$ cat src/rtl/adder_arbiter_if.sv
// Bundle of requester, shared-adder and result signals for adder_arbiter.
// Latency: none; this file only carries wires.
// Backpressure: res_ready from the consumer stalls the arbiter in DONE.
interface adder_arbiter_if;
  // requester side
  logic        req0;
  logic        req1;
  logic [15:0] x0;
  logic [15:0] x1;
  logic [15:0] y0;
  logic [15:0] y1;
  logic        sub0;
  logic        sub1;
  logic        gnt0;
  logic        gnt1;
  // shared adder side
  logic [15:0] add_x;
  logic [15:0] add_y;
  logic        add_cin;
  logic [15:0] add_s;
  logic        add_cout;
  logic        add_ov;
  // result bus
  logic        res_valid;
  logic        res_id;
  logic [15:0] res_sum;
  logic        res_cout;
  logic        res_ov;
  logic        res_ready;
  // status
  logic        busy;

  // environment: requesters, adder and result consumer
  modport master (
    output req0, req1, x0, x1, y0, y1, sub0, sub1,
    input  gnt0, gnt1,
    input  add_x, add_y, add_cin,
    output add_s, add_cout, add_ov,
    input  res_valid, res_id, res_sum, res_cout, res_ov,
    output res_ready,
    input  busy
  );

  // the arbiter itself
  modport slave (
    input  req0, req1, x0, x1, y0, y1, sub0, sub1,
    output gnt0, gnt1,
    output add_x, add_y, add_cin,
    input  add_s, add_cout, add_ov,
    output res_valid, res_id, res_sum, res_cout, res_ov,
    input  res_ready,
    output busy
  );
endinterface

$ cat src/rtl/adder_arbiter.sv
// Two-requester round-robin front end for one shared 16-bit adder; ADDER_ARBITER_SUB_EN enables X-Y.
// Latency: gnt in cycle N, res_valid in cycle N+2; issue interval at least 3 cycles.
// Backpressure: result held in DONE until res_ready; requests outside IDLE are ignored.
module adder_arbiter #(
  parameter int START_PRIO = 0
) (
  input logic              clk,
  input logic              rst,
  adder_arbiter_if.slave   bus
);

  typedef enum logic [1:0] {
    IDLE  = 2'd0,
    ISSUE = 2'd1,
    DONE  = 2'd2
  } state_t;

  state_t      state;
  logic        last_gnt;   // id of the requester granted most recently
  logic [15:0] op_x;
  logic [15:0] op_y;
  logic        op_sub;
  logic        op_id;
  logic [15:0] res_sum_q;
  logic        res_cout_q;
  logic        res_ov_q;
  logic        res_id_q;

  logic        any_req;
  logic        pick1;
  logic [15:0] win_x;
  logic [15:0] win_y;
  logic        sub_sel;

  // Winner selection: a lone request wins, a contended one goes to whoever was not granted last
  always_comb begin
    any_req = bus.req0 | bus.req1;
    pick1   = bus.req1 & (~bus.req0 | ~last_gnt);
    win_x   = pick1 ? bus.x1 : bus.x0;
    win_y   = pick1 ? bus.y1 : bus.y0;
`ifdef ADDER_ARBITER_SUB_EN
    sub_sel = pick1 ? bus.sub1 : bus.sub0;
`else
    // Subtraction compiled out: sub inputs are read but masked so the ports stay wired.
    sub_sel = 1'b0 & (bus.sub0 | bus.sub1);
`endif
  end

  // Grant is decoded in IDLE so the operand capture and the gnt pulse share the same cycle
  assign bus.gnt0 = (state == IDLE) & ~rst & any_req & ~pick1;
  assign bus.gnt1 = (state == IDLE) & ~rst & any_req & pick1;

  // Adder operands come straight from the captured registers; subtraction is X + ~Y + 1
  assign bus.add_x   = op_x;
  assign bus.add_y   = op_sub ? ~op_y : op_y;
  assign bus.add_cin = op_sub;

  assign bus.busy      = (state != IDLE);
  assign bus.res_valid = (state == DONE);
  assign bus.res_id    = res_id_q;
  assign bus.res_sum   = res_sum_q;
  assign bus.res_cout  = res_cout_q;
  assign bus.res_ov    = res_ov_q;

  // Control FSM: capture winner in IDLE, sample adder in ISSUE, hold result in DONE
  always_ff @(posedge clk) begin
    if (rst) begin
      state      <= IDLE;
      last_gnt   <= (START_PRIO == 0);
      op_x       <= '0;
      op_y       <= '0;
      op_sub     <= 1'b0;
      op_id      <= 1'b0;
      res_sum_q  <= '0;
      res_cout_q <= 1'b0;
      res_ov_q   <= 1'b0;
      res_id_q   <= 1'b0;
    end else begin
      case (state)
        IDLE: begin
          if (any_req) begin
            op_x     <= win_x;
            op_y     <= win_y;
            op_sub   <= sub_sel;
            op_id    <= pick1;
            last_gnt <= pick1;
            state    <= ISSUE;
          end
        end
        ISSUE: begin
          res_sum_q  <= bus.add_s;
          res_cout_q <= bus.add_cout;
          res_ov_q   <= bus.add_ov;
          res_id_q   <= op_id;
          state      <= DONE;
        end
        DONE: begin
          if (bus.res_ready) state <= IDLE;
        end
        default: state <= IDLE;
      endcase
    end
  end

endmodule

$ cat src/flat_wrapper.sv
// flat-port wrapper written by rule: the top's interface ports become plain ports
module adder_arbiter_flat 
#(
  parameter int START_PRIO = 0
)
  (clk, rst, bus_req0, bus_req1, bus_x0, bus_x1, bus_y0, bus_y1, bus_sub0, bus_sub1, bus_gnt0, bus_gnt1, bus_add_x, bus_add_y, bus_add_cin, bus_add_s, bus_add_cout, bus_add_ov, bus_res_valid, bus_res_id, bus_res_sum, bus_res_cout, bus_res_ov, bus_res_ready, bus_busy);
  adder_arbiter_if bus_i ();
  input logic clk;
  input logic rst;
  input wire logic [$bits(bus_i.req0)-1:0] bus_req0;
  input wire logic [$bits(bus_i.req1)-1:0] bus_req1;
  input wire logic [$bits(bus_i.x0)-1:0] bus_x0;
  input wire logic [$bits(bus_i.x1)-1:0] bus_x1;
  input wire logic [$bits(bus_i.y0)-1:0] bus_y0;
  input wire logic [$bits(bus_i.y1)-1:0] bus_y1;
  input wire logic [$bits(bus_i.sub0)-1:0] bus_sub0;
  input wire logic [$bits(bus_i.sub1)-1:0] bus_sub1;
  output wire logic [$bits(bus_i.gnt0)-1:0] bus_gnt0;
  output wire logic [$bits(bus_i.gnt1)-1:0] bus_gnt1;
  output wire logic [$bits(bus_i.add_x)-1:0] bus_add_x;
  output wire logic [$bits(bus_i.add_y)-1:0] bus_add_y;
  output wire logic [$bits(bus_i.add_cin)-1:0] bus_add_cin;
  input wire logic [$bits(bus_i.add_s)-1:0] bus_add_s;
  input wire logic [$bits(bus_i.add_cout)-1:0] bus_add_cout;
  input wire logic [$bits(bus_i.add_ov)-1:0] bus_add_ov;
  output wire logic [$bits(bus_i.res_valid)-1:0] bus_res_valid;
  output wire logic [$bits(bus_i.res_id)-1:0] bus_res_id;
  output wire logic [$bits(bus_i.res_sum)-1:0] bus_res_sum;
  output wire logic [$bits(bus_i.res_cout)-1:0] bus_res_cout;
  output wire logic [$bits(bus_i.res_ov)-1:0] bus_res_ov;
  input wire logic [$bits(bus_i.res_ready)-1:0] bus_res_ready;
  output wire logic [$bits(bus_i.busy)-1:0] bus_busy;
  assign bus_i.req0 = bus_req0;
  assign bus_i.req1 = bus_req1;
  assign bus_i.x0 = bus_x0;
  assign bus_i.x1 = bus_x1;
  assign bus_i.y0 = bus_y0;
  assign bus_i.y1 = bus_y1;
  assign bus_i.sub0 = bus_sub0;
  assign bus_i.sub1 = bus_sub1;
  assign bus_gnt0 = bus_i.gnt0;
  assign bus_gnt1 = bus_i.gnt1;
  assign bus_add_x = bus_i.add_x;
  assign bus_add_y = bus_i.add_y;
  assign bus_add_cin = bus_i.add_cin;
  assign bus_i.add_s = bus_add_s;
  assign bus_i.add_cout = bus_add_cout;
  assign bus_i.add_ov = bus_add_ov;
  assign bus_res_valid = bus_i.res_valid;
  assign bus_res_id = bus_i.res_id;
  assign bus_res_sum = bus_i.res_sum;
  assign bus_res_cout = bus_i.res_cout;
  assign bus_res_ov = bus_i.res_ov;
  assign bus_i.res_ready = bus_res_ready;
  assign bus_busy = bus_i.busy;
  adder_arbiter #(.START_PRIO(START_PRIO)) u_core (.clk(clk), .rst(rst), .bus(bus_i));
endmodule
$ cat config.mk
export PLATFORM = sky130hd
export DESIGN_NAME = adder_arbiter_flat
export DESIGN_NICKNAME = d
export VERILOG_FILES = /design/src/rtl/adder_arbiter_if.sv /design/src/rtl/adder_arbiter.sv /design/src/flat_wrapper.sv
export SDC_FILE = /design/constraint.sdc
export NUM_CORES = 1
export LEC_CHECK = 0
export CELL_PAD_IN_SITES_DETAIL_PLACEMENT = 1
export CELL_PAD_IN_SITES_GLOBAL_PLACEMENT = 1
export CORE_ASPECT_RATIO = 1.1
export CORE_MARGIN = 1.5
export CORE_UTILIZATION = 25
export CTS_BUF_LIST = sky130_fd_sc_hd__clkbuf_8
export DETAILED_ROUTE_END_ITERATION = 8
export MAX_ROUTING_LAYER = met4
export PLACE_DENSITY_LB_ADDON = 0.1
export SLEW_MARGIN = 20
export SYNTH_ARGS = -nofsm -noshare
export SYNTH_HDL_FRONTEND = slang
export SYNTH_SLANG_ARGS = --single-unit
$ cat constraint.sdc
create_clock -name clk -period 1.1 [get_ports clk]
set_input_delay 0.22 -clock clk [delete_from_list [all_inputs] [get_ports clk]]
set_output_delay 0.22 -clock clk [all_outputs]
set_load 0.02 [all_outputs]
Yosys cells after proc, flatten, opt, wreduce, memory -nomap -nowiden
Cells that the tools add are included.
Word-level totals
  register bits after elaboration: 55
  input port bits: 89
  output and inout bits: 56
  logic and storage cells: 33
Cells by class
  equal/unequal tests: 4
  multiplexer cells: 5
  bitwise operators: 11
  reduce and logical (&&, ||, !) cells: 4
Operators with widths (count)
  16-bit 2-to-1 mux: 2
  2-bit one-hot mux with 3 select lines: 1
  1-bit bitwise AND: 5
  2-bit 2-to-1 mux: 2
  2-bit by 1-bit inequality test with 1-bit output (second input constant): 2
  1-bit NOT: 4
  2-bit AND reduction: 2
  2-bit by 1-bit == test with 1-bit output (second input constant): 1
  2-bit == test (second input constant): 1
  2-bit zero test: 1
  1-bit OR: 2
  2-bit nonzero test: 1

Depth between registers and ports, before layout
  word-level depth: 5
  depth in mapped cells: 5

Least setup slack after synthesis
Ideal clock, no wire load.
  path kind: register -> output
  from: register u_core.last_gnt
  to: output port bus_gnt1
  arrival: 1266 ps
  required time: 880 ps
  setup slack: -386 ps
  stages on the path, launching flop included: 5
  buffers on the path: 2
  path through: dfxtp_1 a21bo_1 buf_6 buf_4 nor3_1
Between the ends
  cells in the longest elaborated chain, start to end: 4
RTL lines
  start: declaration: RTL line adder_arbiter.sv:19  | logic last_gnt;
  start signal: assignment: RTL line adder_arbiter.sv:69  | last_gnt <= (START_PRIO == 0);
  start signal: assignment: RTL line adder_arbiter.sv:86  | last_gnt <= pick1;
  1-bit NOT: RTL line adder_arbiter.sv:38  | pick1 = bus.req1 & (~bus.req0 | ~last_gnt);
  1-bit OR: RTL line adder_arbiter.sv:38
  1-bit bitwise AND: RTL line adder_arbiter.sv:38
  1-bit bitwise AND: RTL line adder_arbiter.sv:51  | assign bus.gnt1 = (state == IDLE) & ~rst & any_req & pick1;
  end: declaration: RTL line flat_wrapper.sv:19  | output wire logic [$bits(bus_i.gnt1)-1:0] bus_gnt1;
No other way between the ends.

Final worst setup path
  from: register u_core.state[0]
  to: register u_core.op_y[1]
Between the ends
  cells in the longest elaborated chain, start to end: 2
RTL lines
  start: declaration: RTL line adder_arbiter.sv:18  | state_t state;
  start signal: assignment: RTL line adder_arbiter.sv:68  | state <= IDLE;
  start signal: assignment: RTL line adder_arbiter.sv:87  | state <= ISSUE;
  start signal: assignment: RTL line adder_arbiter.sv:95  | state <= DONE;
  2-bit zero test: RTL line adder_arbiter.sv:79  | case (state)
  2-bit AND reduction (no source line)
  end signal: assignment: RTL line adder_arbiter.sv:83  | op_y <= win_y;
  end: declaration: RTL line adder_arbiter.sv:21  | logic [15:0] op_y;
No other way between the ends.
A chain may end at the register's enable or synchronous reset.

==> results <==
## final cells by class
class / count / area, um^2 / share of cell area (%)
repair buffers: 182 / 1710 / 37.6
clock buffers: 5 / 68.8 / 1.51
clock inverters: 3 / 16.3 / 0.358
well taps: 120 / 150 / 3.30
inverters: 1 / 6.26 / 0.138
diodes: 1 / 2.50 / 0.0551
multi-input cells: 206 / 1480 / 32.5
flip-flops and latches: 55 / 1110 / 24.5
## worst reg2reg max path, delay by kind of cell, from the launching register on
kind,cells,cell delay [ps]
buffers and inverters,5,610
AOI/OAI and AO/OA,1,80
DFF,1,370
and+or+nand+nor,2,250
## worst paths after layout
path | from | depth (start not counted) | to | slack [ps]
hold / removal | rst | 3 | u_core.state[1] | 270
hold reg to reg | u_core.bus.res_sum[7] | 2 | u_core.bus.res_sum[7] | 460
setup reg to reg | u_core.state[0] | 8 | u_core.op_y[1] | -340
setup / recovery | u_core.state[0] | 8 | u_core.op_y[1] | -340
## power by group
part           switching (uW)  internal [uW]  leakage [uW]
clock                     692            439     0.0000453
sequential                110           2200      0.000455
combinational            1130           1120       0.00139
total                    1940           3760       0.00189
## stage by stage
| step | worst slack [ps] | std cells | hold slack [ps] | setup TNS, ps |
|---|---|---|---|---|
| final | -345 | 573 | 265 | -13310 |
| after global routing | -400 | 573 | 254 | -16890 |
| after floorplan | -94.1 | 290 | 356 | -1780 |
| after detailed placement | -937 | 544 | 448 | -36850 |
| after global placement | -914 | 544 | 442 | -35440 |
| after CTS | -332 | 561 | 255 | -9990 |
## layer usage
layer	part of all wire, %	wire, um	up-vias
met5	0	0	-
met2	49	4640	84
met4	0.53	50	0
li1	-	-	1330
met1	45	4220	1292
met3	5.5	523	4
## repair_timing
action                                  in CTS  in global routing
pin swaps                                    7                 37
gates resized for setup                    255                 72
endpoints found under the hold margin        0                  0
endpoints found under the setup margin      98                 65
gates cloned                                 3                  5
setup buffers                                6                  7
## state kept, by name (all words and copies together) (netlist names)
signal,flops
u_core.bus.add_x,16
u_core.bus.res_sum,16
u_core.op_y,16
u_core.state,2
u_core.bus.res_cout,1
u_core.bus.res_id,1
u_core.bus.res_ov,1
u_core.last_gnt,1
u_core.op_id,1
## logic make-up (layout without fill, tap and decap cells)
| group | count (synthesis) | count (layout) | share of synthesized area (%) |
|---|---|---|---|
| AO/OA/AOI/OAI | 89 | 89 | 29.8 |
| buffers and inverters | 29 | 191 | 8.56 |
| flip-flops | 55 | 55 | 43.1 |
| other | 1 | 2 | 0.147 |
| AND/OR/NAND/NOR | 116 | 116 | 18.4 |
## placed cells by master, fill, tap and decap left out, drive strengths merged
cell type,count
a21bo,1
dlygate4sd2,2
nor3,2
a311oi,32
nor2,4
nand3b,1
a21oi,53
inv,2
clkinv,1
nor2b,2
nand3,1
clkinvlp,1
conb,1
or2,1
o21ai,2
clkbuf,8
diode,1
buf,94
a21boi,1
clkdlybuf4s50,83
dfxtp,55
nand2b,2
nand2,103
==> run metrics <==
post-DR vias/cell=4.73; register bit total from synthesis=55; largest clock skew in the final design=4.91 ps; run status=complete, but fails checks; gate family responsible for the most delay along the worst path=buffers and inverters; share of flip-flops with an asynchronous set or reset after synthesis=0%; clock edge transition at the registers on the reported setup and hold paths=100 ps; half-perimeter wire length of the detailed placement result=5810 um; critical path data arrival time=1600 ps; TritonRoute pass-1 iters=4; synthesized cell area=0.00256 mm^2; most common cell in the netlist=sky130_fd_sc_hd__nand2_1; portion of synthesized cell area occupied by the leading cell type=43.1%; sequential cell area fraction in the yosys report=43.1%; Final Hold Violating Endpoints=0; Post-Route WL=9430 um; via count of the first global-routing pass=2678; count of unique library cells instantiated by Yosys=23; unrepaired setup endpoints after global routing=true; IO Port Bufs=141; library cell with the largest summed area after synthesis=sky130_fd_sc_hd__dfxtp_1; GRT met1 Usage=20.1%; final setup violation count=57; fraction of the core area covered by cells at the end of the flow=45.9%; met3 Resource Use GR=3.72%; Die Wd=99.4 um; ranking of synthesized cells by instance count=sky130_fd_sc_hd__nand2_1, sky130_fd_sc_hd__dfxtp_1, sky130_fd_sc_hd__a21oi_1, sky130_fd_sc_hd__a311oi_2, sky130_fd_sc_hd__buf_6; worst slew pin tran=876 ps; synth-to-layout area growth=77.6%; number of core rows=38; maximum number of pins on one net before global-route repair=54; die outline area=0.0108 mm^2; share of final-layout standard cells stronger than drive strength 1=40.5%; number of pins with negative max-slew slack in the final report=0; post-synthesis cell count=290; TritonCTS clock tree=yes; slowest cell on the critical path=sky130_fd_sc_hd__dfxtp_4; Req. time, crit path=1260 ps; final period demand of the worst path=1440 ps; path class of the lowest-slack min-delay path=primary input to flip-flop; wire length of the first global-routing pass=13800 um; largest buffer count on any clock path=2; initial core utilization=25.9%; boundary pin count=145; First DRT Iteration DRCs=92; worst-case vdd ir drop=608 uV; hold_buf cts=0; number of antenna violations at the first check in global routing=1; cell at the root of the clock tree=sky130_fd_sc_hd__clkbuf_8; number of synthesized flops with an enable pin=0; classification of the worst setup path=flip-flop to flip-flop; worst-case headroom to the max-slew limit=41.6%; max_cap viols=0; clock buffers created by TritonCTS=5; cells along the critical path=nor2_4 -> buf_6 -> inv_4 -> buf_6 -> nor2_4 -> buf_12 -> clkbuf_16 -> a311oi_2; routability congestion estimate from global placement=0.656; Layout Nets=540; count of unresolved DRC violations after routing=0; GR Util All Layers=16.8%; CP peak stage delay=370 ps; highest net fanout along the worst path=6; post-route cell area=0.00454 mm^2; number of clock sinks seen by CTS=55; CP Buf/Inv Count=5; largest cells by area after synthesis=sky130_fd_sc_hd__dfxtp_1, sky130_fd_sc_hd__a311oi_2, sky130_fd_sc_hd__nand2_1; maximum level of the CTS H-tree=2; highest achievable clock rate=692 MHz; aggregate global routing overflow=0; Post-Synthesis Net Count=379; routing layer with the top usage in global route=met2; placed standard-cell area=0.00411 mm^2; pwr dens=1250 mW/mm^2; routed length per placed instance=16.5 um; total power draw=5700 uW; violated checks=setup timing; remaining antenna violation count=0; leakage power of the design=0.00189 uW; Setup crit end kind=flip-flop; met2 GRT Util=28.9%; CP Launch Type=flip-flop; Layout fillers=1148; Setup WS post-layout=-345 ps; number of vias after detailed routing=2710; ys flop type=sky130_fd_sc_hd__dfxtp_1; synthesized area per cell=8.82 um^2; post-route clock period utilization=131%; die extent in y=109 um; worst-skew pair later-pin latency=300 ps; area inside the core boundary=0.00989 mm^2; Yosys Warn Count=0
Note: power is estimated with default switching activity, not from simulation.
